<file path="src/rtl/axi_burst_read_master_if.sv">
// axi_burst_read_master_if: AXI4 read address and read data channels between a read master and slave.
interface axi_burst_read_master_if #(
    parameter int DATA_WIDTH    = 32,
    parameter int ADDRESS_WIDTH = 8
);
    logic [ADDRESS_WIDTH-1:0] araddr;
    logic [7:0]               arlen;
    logic [2:0]               arsize;
    logic [1:0]               arburst;
    logic                     arvalid;
    logic                     arready;
    logic [DATA_WIDTH-1:0]    rdata;
    logic [1:0]               rresp;
    logic                     rlast;
    logic                     rvalid;
    logic                     rready;

    modport master (
        output araddr, arlen, arsize, arburst, arvalid, rready,
        input  arready, rdata, rresp, rlast, rvalid
    );

    modport slave (
        input  araddr, arlen, arsize, arburst, arvalid, rready,
        output arready, rdata, rresp, rlast, rvalid
    );
endinterface

</file>
<file path="src/rtl/axi_burst_read_master.sv">
// axi_burst_read_master: issues one AXI4 INCR read burst per command and streams the returned beats out.
module axi_burst_read_master #(
    parameter int DATA_WIDTH     = 32,
    parameter int ADDRESS_WIDTH  = 8,
    parameter int BYTES_PER_WORD = DATA_WIDTH / 8
) (
    input  logic                     aclk,
    input  logic                     aresetn,
    input  logic [ADDRESS_WIDTH-1:0] cmd_addr,
    input  logic [7:0]               cmd_len,
    input  logic                     cmd_valid,
    output logic                     cmd_ready,
    axi_burst_read_master_if.master  axi,
    output logic [DATA_WIDTH-1:0]    out_data,
    output logic                     out_last,
    output logic                     out_valid,
    input  logic                     out_ready,
    output logic                     done,
    output logic                     err
);
    localparam logic [1:0] IDLE = 2'd0;
    localparam logic [1:0] ADDR = 2'd1;
    localparam logic [1:0] DATA = 2'd2;
    localparam logic [1:0] DONE = 2'd3;

    logic [1:0]               state;
    logic [8:0]               beat_cnt;
    logic [ADDRESS_WIDTH-1:0] addr_q;
    logic [7:0]               len_q;
    logic                     in_data;
    logic                     beat;
    logic                     cnt_hit;

    assign in_data      = aresetn && state == DATA;
    assign cnt_hit      = beat_cnt == {1'b0, len_q};
    assign beat         = in_data && axi.rvalid && out_ready;
    assign cmd_ready    = aresetn && state == IDLE;
    assign axi.araddr   = addr_q;
    assign axi.arlen    = len_q;
    assign axi.arsize   = 3'($clog2(BYTES_PER_WORD));
    assign axi.arburst  = 2'b01;
    assign axi.arvalid  = state == ADDR;
    assign axi.rready   = in_data && out_ready;
    assign out_valid    = in_data && axi.rvalid;
    assign out_data     = axi.rdata;
    assign out_last     = in_data && (cnt_hit || axi.rlast);
    assign done         = state == DONE;

    // The burst ends on whichever comes first: the counted last beat or rlast; any disagreement is an error.
    always_ff @(posedge aclk) begin
        if (!aresetn) begin
            state    <= IDLE;
            beat_cnt <= '0;
            addr_q   <= '0;
            len_q    <= '0;
            err      <= 1'b0;
        end else begin
            case (state)
                IDLE: if (cmd_valid) begin
                    addr_q <= cmd_addr;
                    len_q  <= cmd_len;
                    err    <= 1'b0;
                    state  <= ADDR;
                end
                ADDR: if (axi.arready) begin
                    beat_cnt <= '0;
                    state    <= DATA;
                end
                DATA: if (beat) begin
                    beat_cnt <= beat_cnt + 9'd1;
                    if (axi.rresp != 2'b00 || axi.rlast != cnt_hit) err <= 1'b1;
                    if (cnt_hit || axi.rlast) state <= DONE;
                end
                default: state <= IDLE;
            endcase
        end
    end
endmodule

</file>
<file path="src/flat_wrapper.sv">
// flat-port wrapper written by rule: the top's interface ports become plain ports
module axi_burst_read_master_flat 
#(
    parameter int DATA_WIDTH     = 32,
    parameter int ADDRESS_WIDTH  = 8,
    parameter int BYTES_PER_WORD = DATA_WIDTH / 8
)
  (aclk, aresetn, cmd_addr, cmd_len, cmd_valid, cmd_ready, out_data, out_last, out_valid, out_ready, done, err, axi_araddr, axi_arlen, axi_arsize, axi_arburst, axi_arvalid, axi_rready, axi_arready, axi_rdata, axi_rresp, axi_rlast, axi_rvalid);
  axi_burst_read_master_if #(.DATA_WIDTH(DATA_WIDTH), .ADDRESS_WIDTH(ADDRESS_WIDTH)) axi_i ();
  input  logic aclk;
  input  logic aresetn;
  input  logic [ADDRESS_WIDTH-1:0] cmd_addr;
  input  logic [7:0] cmd_len;
  input  logic cmd_valid;
  output logic cmd_ready;
  output logic [DATA_WIDTH-1:0] out_data;
  output logic out_last;
  output logic out_valid;
  input  logic out_ready;
  output logic done;
  output logic err;
  output wire logic [$bits(axi_i.araddr)-1:0] axi_araddr;
  output wire logic [$bits(axi_i.arlen)-1:0] axi_arlen;
  output wire logic [$bits(axi_i.arsize)-1:0] axi_arsize;
  output wire logic [$bits(axi_i.arburst)-1:0] axi_arburst;
  output wire logic [$bits(axi_i.arvalid)-1:0] axi_arvalid;
  output wire logic [$bits(axi_i.rready)-1:0] axi_rready;
  input wire logic [$bits(axi_i.arready)-1:0] axi_arready;
  input wire logic [$bits(axi_i.rdata)-1:0] axi_rdata;
  input wire logic [$bits(axi_i.rresp)-1:0] axi_rresp;
  input wire logic [$bits(axi_i.rlast)-1:0] axi_rlast;
  input wire logic [$bits(axi_i.rvalid)-1:0] axi_rvalid;
  assign axi_araddr = axi_i.araddr;
  assign axi_arlen = axi_i.arlen;
  assign axi_arsize = axi_i.arsize;
  assign axi_arburst = axi_i.arburst;
  assign axi_arvalid = axi_i.arvalid;
  assign axi_rready = axi_i.rready;
  assign axi_i.arready = axi_arready;
  assign axi_i.rdata = axi_rdata;
  assign axi_i.rresp = axi_rresp;
  assign axi_i.rlast = axi_rlast;
  assign axi_i.rvalid = axi_rvalid;
  axi_burst_read_master #(.DATA_WIDTH(DATA_WIDTH), .ADDRESS_WIDTH(ADDRESS_WIDTH), .BYTES_PER_WORD(BYTES_PER_WORD)) u_core (.aclk(aclk), .aresetn(aresetn), .cmd_addr(cmd_addr), .cmd_len(cmd_len), .cmd_valid(cmd_valid), .cmd_ready(cmd_ready), .axi(axi_i), .out_data(out_data), .out_last(out_last), .out_valid(out_valid), .out_ready(out_ready), .done(done), .err(err));
endmodule
</file>
<file path="config.mk">
export PLATFORM = sky130hd
export DESIGN_NAME = axi_burst_read_master_flat
export DESIGN_NICKNAME = d
export VERILOG_FILES = /design/src/rtl/axi_burst_read_master_if.sv /design/src/rtl/axi_burst_read_master.sv /design/src/flat_wrapper.sv
export SDC_FILE = /design/constraint.sdc
export NUM_CORES = 1
export LEC_CHECK = 0
export ABC_AREA = 1
export BUFFER_PORTS_ARGS = -buffer_cell sky130_fd_sc_hd__buf_4
export CORE_UTILIZATION = 43
export DETAILED_ROUTE_END_ITERATION = 10
export GPL_ROUTABILITY_DRIVEN = 1
export PLACE_DENSITY_LB_ADDON = 0.12
export SYNTH_ARGS = -nofsm -noshare
export SYNTH_HDL_FRONTEND = slang
export SYNTH_SLANG_ARGS = --single-unit
</file>
<file path="constraint.sdc">
create_clock -name aclk -period 2.1 [get_ports aclk]
set_clock_uncertainty 0.2 [all_clocks]
set_input_delay 0.315 -clock aclk [delete_from_list [all_inputs] [get_ports aclk]]
set_output_delay 0.315 -clock aclk [all_outputs]
set_load 0.005 [all_outputs]
</file>
==> impl_results.md, run 1 <==
- Outcome: completed
- Worst path arrival time: 1510 ps
- Synthesis Warnings: 0
- First-pass GRT wire length: just over 6000 µm
- Slowest-stage cell, CP: dfxtp_2
- Power Internal: 1.320 mW
- Netlist Area Pre-Place: 0.001856 mm²
- Final ANT Viol Nets: 0
- Max IR drop VDD: about 0.56 mV
- Via count: 1583
- HP Class: primary input to register
- Setup Viol. Count Final: 0
- Vias per cell: around 4.8
- Critical path type: register to output port
- GRT Total Usage: 17.81%
- PnR worst setup slack: ~74 ps
- CP delay by family, top: simple AND/OR/NAND/NOR gates
- CTS root buf: clkbuf_8
- Post-Synth Adder-Cell Area: 4.720%
- Main combinational cell family by area after synthesis: simple AND/OR/NAND/NOR gates
- Flop-to-flop setup slack: 320 ps
- Post-layout net count: 348
- Gpl congestion: between 0.7 and 0.8
- Hold Fails Final Rpt: 0
- Die ar.: 0.004582 mm²
- Syn Inst Count: roughly 270
- Crit. Startpoint: u_core.beat_cnt[0]
- Remaining DRCs: 0
- WL/cell: 11.15 µm
- Grt met2 use: about 28%
- CTS sink cnt: 28
- Worst path cell trace: inv_2 -> or2_2 -> o211ai_1 -> nor2_1 -> nand3_1 -> ha_2 -> nor2_1 -> buf_4
- Gr ovfl total: 0
- Most common cell after layout, fill and taps aside: buf_4
- WP data required: 1580 ps
- Register bit total from synthesis: 28
- Mux contribution to synthesized area: 0%
- WP buf/inv: 2
- Final hold slack: between 80 and 90 ps
- FF-to-FF Start: u_core.beat_cnt[0]
- CTS tree: built
- I/O pin count: 117
- Skew-Pair Late Insertion Delay: between 200 and 300 ps
- Max-cap violation count: 0
- Clock share of power: around 16%
- Hold Path Stages: 3
- Fraction of layout cells with a size suffix above 1: 30.39%
- GRT met3 Usage: 5.068%
- N_diodes: 0
- Max Root-Sink Buffers: 2
- Fill cell count: 428
- CTS clock-pin slew for the worst setup and hold paths: approximately 100 ps
- Post-layout util: 51.13%
- Highest Clock Rate: 493.6 MHz
- Leak pwr: 1.026 nW
- Simple-Gate Fraction of Synth Area: just under 30%
- Final critical-path share of the clock period: 96.48%
- Critical path startpoint category: register
- Power share of the combinational group: 49.8%
- Synth Area in XOR/XNOR: approximately 1.4%
- R2R depth: 10
- Critical path depth: 8
- Antenna violations before repair: 0
- Synth Area in Compound Gates: 9.508%
- CTS Buf Count: 3
- Starting Density: a little under half
- Largest stage delay on the critical path: 350 ps
- Flop pwr share: 34.6%
- Total wire length: approximately 3700 µm
- Die extent in x: between 60 and 70 µm
- Seq/Total Area, Yosys: 30.21%
- Die height: just under 70 µm
- Synth Area per Inst: 6.950 µm²
- Sw frac: around two fifths
- GR Util met1: approximately 22%
- Overall power: 2.190 mW
- Cell with the most instances on the worst path: nor2_1
- Pwr Density: between 1000 and 1500 mW/mm²
- Most frequent cells in the layout: buf_4 (54), nor2_1 (45), nand2_1 (37), inv_1 (28), dfxtp_1 (21)
- Pre-Repair DR Iteration Count: 4
- Area delta synth->final: 11.80%
- Pin count of the biggest net entering global routing: 19
- CTS H-Tree Depth: 1
- Port bufs: between 40 and 50
- Placed wire-length estimate: around 2800 µm
- RR Endpoint: u_core.err
- CP Capture Point: out_last
- Max Slew Vio Count: 0
- Initial detailed-routing violation count: 86
- Sw power: about 0.87 mW
- Rows: 23
- Worst-path fanout max: 4
- Period minus WS final: a little over 2000 ps
- GR peak layer: met2
- Core Area: 0.004058 mm²
- Dpl ws: around 270 ps
- Vias in the first global route: between 1000 and 1500
- Setup crit end kind: output port
- Distinct cells, synth: 31
## cell families after synthesis
group / Yosys count
compound gates: 34
other cells: 2
buf+inv: 76
xor+xnor: 3
simple gates: 117
flops: 28
fa+ha+maj: 7
## metal layers
layer / part of all wire, % / vias to the layer above
met5: 0 / -
met4: 1.9 / 0
met3: 8.1 / 11
met2: 46 / 60
met1: 44 / 689
li1: - / 823
## Yosys cell counts
| master | n | area [µm²] |
|---|---|---|
| nand3_1 | 15 | 75.07 |
| nor2_2 | 1 | 6.260 |
| nand3b_1 | 1 | 7.510 |
| o22ai_1 | 1 | 6.260 |
| o21ai_1 | 3 | 15.01 |
| conb_1 | 2 | 7.510 |
| o211ai_1 | 1 | 7.510 |
| inv_1 | 29 | 108.9 |
| clkbuf_1 | 3 | 11.26 |
| buf_6 | 3 | 33.78 |
| a21oi_1 | 10 | 50.05 |
| nand4_4 | 1 | 21.27 |
| nand3_2 | 1 | 10.01 |
| buf_4 | 37 | 277.8 |
| nand2_2 | 7 | 43.79 |
| ha_1 | 7 | 87.58 |
| dfxtp_1 | 28 | 560.5 |
| nor2_1 | 45 | 168.9 |
| nand2_1 | 37 | 138.9 |
| nor3_1 | 1 | 5.000 |
| inv_2 | 1 | 3.750 |
| buf_2 | 2 | 10.01 |
| o21bai_1 | 1 | 7.510 |
| xnor2_1 | 1 | 8.760 |
| nand4_1 | 3 | 18.77 |
| o21ai_0 | 18 | 90.09 |
| nor2_4 | 2 | 22.52 |
| nand2_4 | 2 | 22.52 |
| xor2_1 | 2 | 17.52 |
| or2_2 | 1 | 6.260 |
| clkinv_2 | 1 | 5.000 |
## tightest hold or removal path: stages
cell and delay (ps):
buf_4 70, o21ai_0 70, nor2_1 70
## power groups by stage
| stage | clock [mW] | sequential (mW) | combinational [mW] |
|---|---|---|---|
| 2_1_floorplan | 0 | 0.758 | 0.790 |
| 3_5_place_dp | 0 | 0.766 | 1.07 |
| 6_report | 0.341 | 0.758 | 1.09 |
| 4_1_cts | 0.353 | 0.754 | 1.09 |
| 3_3_place_gp | 0 | 0.763 | 1.07 |
| 5_1_grt | 0.377 | 0.779 | 1.27 |
## stage by stage
stage,setup TNS [ps],area (µm²),std cells
final,0,2074,333
after global routing,-1.518,2074,333
after CTS,0,2046,331
after detailed placement,0,1979,326
after global placement,0,1979,326
after floorplan,0,1867,270
## state kept, by name (all words and copies together) (netlist names)
name,count
u_core.axi.arlen,8
u_core.err,1
u_core.state,2
u_core.axi.araddr,8
u_core.beat_cnt,9
## layout make-up
cell class | count | area, µm² | area share (%)
multi-input cells | 166 | 864.6 | 41.68
clock buffers | 4 | 55.05 | 2.654
flip-flops and latches | 28 | 569.3 | 27.44
well taps | 50 | 62.56 | 3.016
repair buffers | 54 | 405.4 | 19.54
inverters | 31 | 117.6 | 5.669
## how the worst min path moves through the flow
| stage | start | endpoint | slack, ps |
|---|---|---|---|
| 6_report | cmd_len[2] | u_core.axi.arlen[2] | 80 |
| 5_1_grt | cmd_addr[1] | u_core.axi.araddr[1] | 90 |
| 4_1_cts | cmd_len[2] | u_core.axi.arlen[2] | 80 |
| 3_5_place_dp | u_core.err | u_core.err | 250 |
| 3_3_place_gp | u_core.err | u_core.err | 240 |
| 2_1_floorplan | u_core.err | u_core.err | 240 |
## what timing repair did
item	4_1_cts	5_1_grt
setup buffers	1	2
resized for setup	2	9
setup endpoints to repair	1	3
hold buffers	0	0
Note: power is estimated with default switching activity, not from simulation.
==> run 2, diff against run 1 <==
CORE_UTILIZATION = 39   (was 43)
clock period = 1.7 ns   (was 2.1 ns; I/O delays follow)
==> impl_results.md, run 2 (synthesis gave the netlist of run 1 again) <==
- Outcome: finished with violations
- Failing checks: design-rule violations, negative setup slack
- Critical path startpoint category: register
- CTS Buf Count: 3
- Power share of the combinational group: approximately 57%
- Max IR drop VDD: 0.6178 mV
- Critical path type: register to output port
- Fin area: ~0.0023 mm²
- Die extent in x: a little over 70 µm
- Power Internal: 1.958 mW
- RSZ-0062 raised after global routing: yes
- Initial detailed-routing violation count: just over 60
- Max reg flops: 9
- Area delta synth->final: 26.23%
- Worst path arrival time: 1460 ps
- CTS root buf: clkbuf_8
- Rows: 24
- PnR worst setup slack: -214.5 ps
- Clock share of power: between 10% and 20%
- CTS tree: built
- Biggest register: u_core.beat_cnt
- Core Area: around 0.0045 mm²
- Pin count of the biggest net entering global routing: 16
- Placed Area: around 0.0021 mm²
- Period minus WS final: between 1500 and 2000 ps
- Grt met2 use: about a quarter
- Seq. cell area: 574.3 µm²
- I/O pin count: between 100 and 150
- Placed wire-length estimate: about 3000 µm
- Hold Fails Final Rpt: 0
- Most common cell after layout, fill and taps aside: buf_4
- Flop pwr share: a little under 30%
- Max-cap violation count: 0
- Skew-Pair Late Insertion Delay: approximately 270 ps
- First-pass GRT wire length: approximately 6300 µm
- Vias in the first global route: around 1500
- Worst-path fanout max: 3
- CTS H-Tree Depth: 1
- Max Slew Vio Count: 0
- Max Root-Sink Buffers: 2
- WP data required: between 1000 and 1500 ps
- Area of the multi-input gates: about 930 µm²
- Pwr Density: 1350 mW/mm²
- Setup crit end kind: output port
- Most frequent cells in the layout: buf_4 (75), nor2_1 (44), nand2_1 (35), inv_1 (25), dfxtp_1 (19)
- Final ANT Viol Nets: 0
- GR Util met1: 20.56%
- N_diodes: 0
- Setup Viol. Count Final: 4
- Gpl congestion: about 0.79
- HP Class: primary input to register
- Die height: 70.98 µm
- Total wire length: ~3900 µm
- WL/cell: ~11 µm
- Final critical-path share of the clock period: 112.6%
- Sw frac: between 30% and 40%
- Sw power: 1.204 mW
- CTS clock-pin slew for the worst setup and hold paths: about 100 ps
- Highest Clock Rate: 522.3 MHz
- Vias per cell: ~4.5
- CTS sink cnt: 28
- Antenna violations before repair: 0
- Starting Density: roughly 41%
- Post-layout net count: 371
- Fill cell count: between 400 and 500
- Die ar.: about 0.005 mm²
- Via count: between 1500 and 2000
- Gr ovfl total: 0
- GRT met3 Usage: between 4 and 5%
- Port bufs: 47
- Fraction of layout cells with a size suffix above 1: between 30% and 40%
- Pre-Repair DR Iteration Count: 10
- Dpl ws: -61.78 ps
- Leak pwr: 1.151 nW
- GR peak layer: met2
- GRT Total Usage: between 15 and 20%
- Remaining DRCs: 11
==> run 2: cell count changes in the layout (fill, tap and decap cells not counted), sizes merged <==
cell	delta
inv	+1
buf	+23
clkinv	-1
==> run 2: routing by layer <==
metal	routed length, µm	share of wire [%]	up-vias
li1	-	-	872
met1	1795	46	686
met2	1768	46	61
met3	275	7.1	4
met4	34	0.88	0
met5	0	0	-
==> run 2: worst max-delay path: stages (launching register included) <==
cell      delay (ps)
dfxtp_2          350
inv_2             40
or2_4            210
o211ai_1          80
nor2_1            60
nand3_1          100
ha_2             180
nor2_1            40
buf_4            120
==> run 2: power by group through the flow <==
stage | logic (mW) | registers [mW] | clock network, mW
after global routing | 2.03 | 0.954 | 0.457
after CTS | 1.68 | 0.924 | 0.430
after detailed placement | 1.60 | 0.921 | 0
after floorplan | 0.976 | 0.937 | 0
final | 1.81 | 0.934 | 0.418
after global placement | 1.60 | 0.917 | 0
==> run 2: cell type report <==
type	count	share of cell area [%]
Multi-Input combinational cell	166	39.53
Timing Repair Buffer	77	25.75
Sequential cell	28	24.52
Inverter	31	5.075
Tap cell	52	2.778
Clock buffer	4	2.350
==> run 2: path summary, 6_finish.rpt <==
check / startpoint / end / slack (ps) / depth (start not counted)
setup / recovery: u_core.beat_cnt[0] / out_last / -210 / 8
hold reg to reg: u_core.err / u_core.err / 260 / 2
hold / removal: cmd_len[4] / u_core.axi.arlen[4] / 20 / 3
setup reg to reg: u_core.axi.arlen[6] / u_core.state[1] / -130 / 13
==> run 2: what timing repair did <==
action | CTS | global route
endpoints found under the setup margin | 7 | 23
resized for setup | 13 | 17
pin swaps | 12 | 7
hold buffers | 0 | 0
buffers inserted | 3 | 4
==> run 2: through the flow <==
stage                     TNS (ps)  power [mW]  utilization, %  hold slack (ps)  std cells
after floorplan                  0       1.913               -            219.6        270
after global placement      -97.97       2.516           48.04            242.3        347
after detailed placement    -181.3       2.525           48.04            248.0        347
after CTS                   -593.8       3.035           50.48            17.46        354
after global routing        -958.5       3.437           52.35            27.23        358
final                       -489.5       3.162           52.35            20.10        358
==> run 3, diff against run 2 <==
CTS_CLUSTER_DIAMETER = 200   (was unset)
RECOVER_POWER = 50   (was unset)
==> impl_results.md, run 3 (synthesis gave the netlist of run 1 again) <==
- Setup crit end kind: output port
- CTS sink cnt: 28
- Die extent in x: just over 70 µm
- Placed wire-length estimate: roughly 3000 µm
- PnR worst setup slack: -214.8 ps
- CTS root buf: clkbuf_8
- Post-layout util: 52.35%
- Flop pwr share: slightly below 30%
- Worst-path fanout max: 3
- Biggest register: u_core.beat_cnt
- Worst path arrival time: ~1500 ps
- Crit. Startpoint: u_core.beat_cnt[0]
- Sw power: between 1 and 1.5 mW
- Die height: between 70 and 80 µm
- Worst path cell trace: inv_2 -> or2_4 -> o211ai_1 -> nor2_1 -> nand3_1 -> ha_2 -> nor2_1 -> buf_4
- First-pass GRT wire length: between 6000 and 7000 µm
- Die ar.: ~0.0050 mm²
- Placed Area: 0.002150 mm²
- WL/cell: approximately 11 µm
- Hold Path End: u_core.axi.arlen[4]
- Skew-Pair Late Insertion Delay: approximately 270 ps
- Hold buffers post-CTS: 0
- Gr ovfl total: 0
- Highest Clock Rate: ~520 MHz
- Setup Viol. Count Final: 4
- Vias in the first global route: 1450
- Fraction of layout cells with a size suffix above 1: around 40%
- Cell with the most instances on the worst path: nor2_1
- WP buf/inv: 2
- RR Endpoint: u_core.state[1]
- Flop-to-flop setup slack: -130 ps
- Max Slew Vio Count: 0
- Final ANT Viol Nets: 0
- Pre-Repair DR Iteration Count: 10
- Vias per cell: ~4.5
- Most frequent cells in the layout: buf_4 (69), nor2_1 (44), nand2_1 (35), inv_1 (25), dfxtp_1 (19)
- Failing checks: design-rule violations, negative setup slack
- Final hold slack: 20.06 ps
- WP data required: about 1200 ps
- Initial detailed-routing violation count: roughly 60
- GRT Total Usage: approximately 15%
- Sw frac: around two fifths
- Core Area: ~0.0045 mm²
- CTS tree: built
- Overall power: roughly 3.2 mW
- Max IR drop VDD: slightly above 0.6 mV
- Max-cap violation count: 0
- Largest stage delay on the critical path: 350 ps
- Power Internal: 1.954 mW
- Period minus WS final: between 1500 and 2000 ps
- Area delta synth->final: 26.23%
- Post-layout net count: around 370
- Power share of the combinational group: 57.2%
- Critical path type: register to output port
- Rows: 24
- CTS H-Tree Depth: 1
- Slowest-stage cell, CP: dfxtp_2
- Post-route insts no fill: 358
- CTS Buf Count: 3
- CTS clock-pin slew for the worst setup and hold paths: 100 ps
- I/O pin count: 117
- Leak pwr: about 1.1 nW
- Remaining DRCs: 11
- Max Root-Sink Buffers: 2
- Clock share of power: 13.2%
- Placed Cells: between 300 and 400
- Critical path startpoint category: register
- Final TNS setup: -489.4 ps
- Max reg flops: 9
- Antenna violations before repair: 0
- Hold Path Stages: 3
- N_diodes: 0
- Total wire length: slightly below 4000 µm
- Most common cell after layout, fill and taps aside: buf_4
- HP Class: primary input to register
- Outcome: finished with violations
- Dpl ws: -61.78 ps
- R2R depth: 13
- Pwr Density: around 1300 mW/mm²
- RSZ-0062 raised after global routing: yes
- Starting Density: 41.47%
- Hold Startpoint: cmd_len[4]
- Gpl congestion: approximately 0.79
- Port bufs: 47
- Fin area: between 0.002 and 0.0025 mm²
- Via count: around 1600
- CP delay by family, top: simple AND/OR/NAND/NOR gates
- Hold Fails Final Rpt: 0
- Final critical-path share of the clock period: 112.6%
- Pin count of the biggest net entering global routing: 16
- FF-to-FF Start: u_core.axi.arlen[6]
-- run 3: area by class of cell --
class | count | area (µm²)
fillers | 436 | 2132
flip-flops and latches | 28 | 574.3
repair buffers | 77 | 603.1
inverters | 31 | 118.9
well taps | 52 | 65.06
multi-input cells | 166 | 925.9
clock buffers | 4 | 55.05
-- run 3: how the worst max path moves through the flow --
stage	endpoint	slack (ps)	depth (start not counted)
floorplan	u_core.err	3	10
global placement	u_core.err	-50	10
detailed placement	u_core.err	-60	10
CTS	out_last	-250	8
global route	out_last	-300	8
finish	out_last	-210	8
-- run 3: what timing repair did --
action,in CTS,in global routing
buffers inserted,3,4
setup endpoints to repair,7,23
gates resized for setup,13,17
pin swaps,12,7
-- run 3: metal layers --
layer	track usage, %	up-vias	wire length (µm)
li1	-	872	-
met1	20.56	684	1794
met2	23.93	61	1765
met3	4.558	4	274
met4	5.333	0	34
met5	0	-	0
-- run 3: power by group through the flow --
stage / registers, mW / logic [mW] / clock network, mW
detailed placement: 0.921 / 1.60 / 0
global route: 0.953 / 2.02 / 0.457
floorplan: 0.937 / 0.976 / 0
finish: 0.934 / 1.81 / 0.418
CTS: 0.924 / 1.68 / 0.430
global placement: 0.917 / 1.60 / 0
-- run 3: worst min-delay path, stage by stage --
cell and delay [ps]:
buf_4 70, o21ai_0 70, nor2_1 70
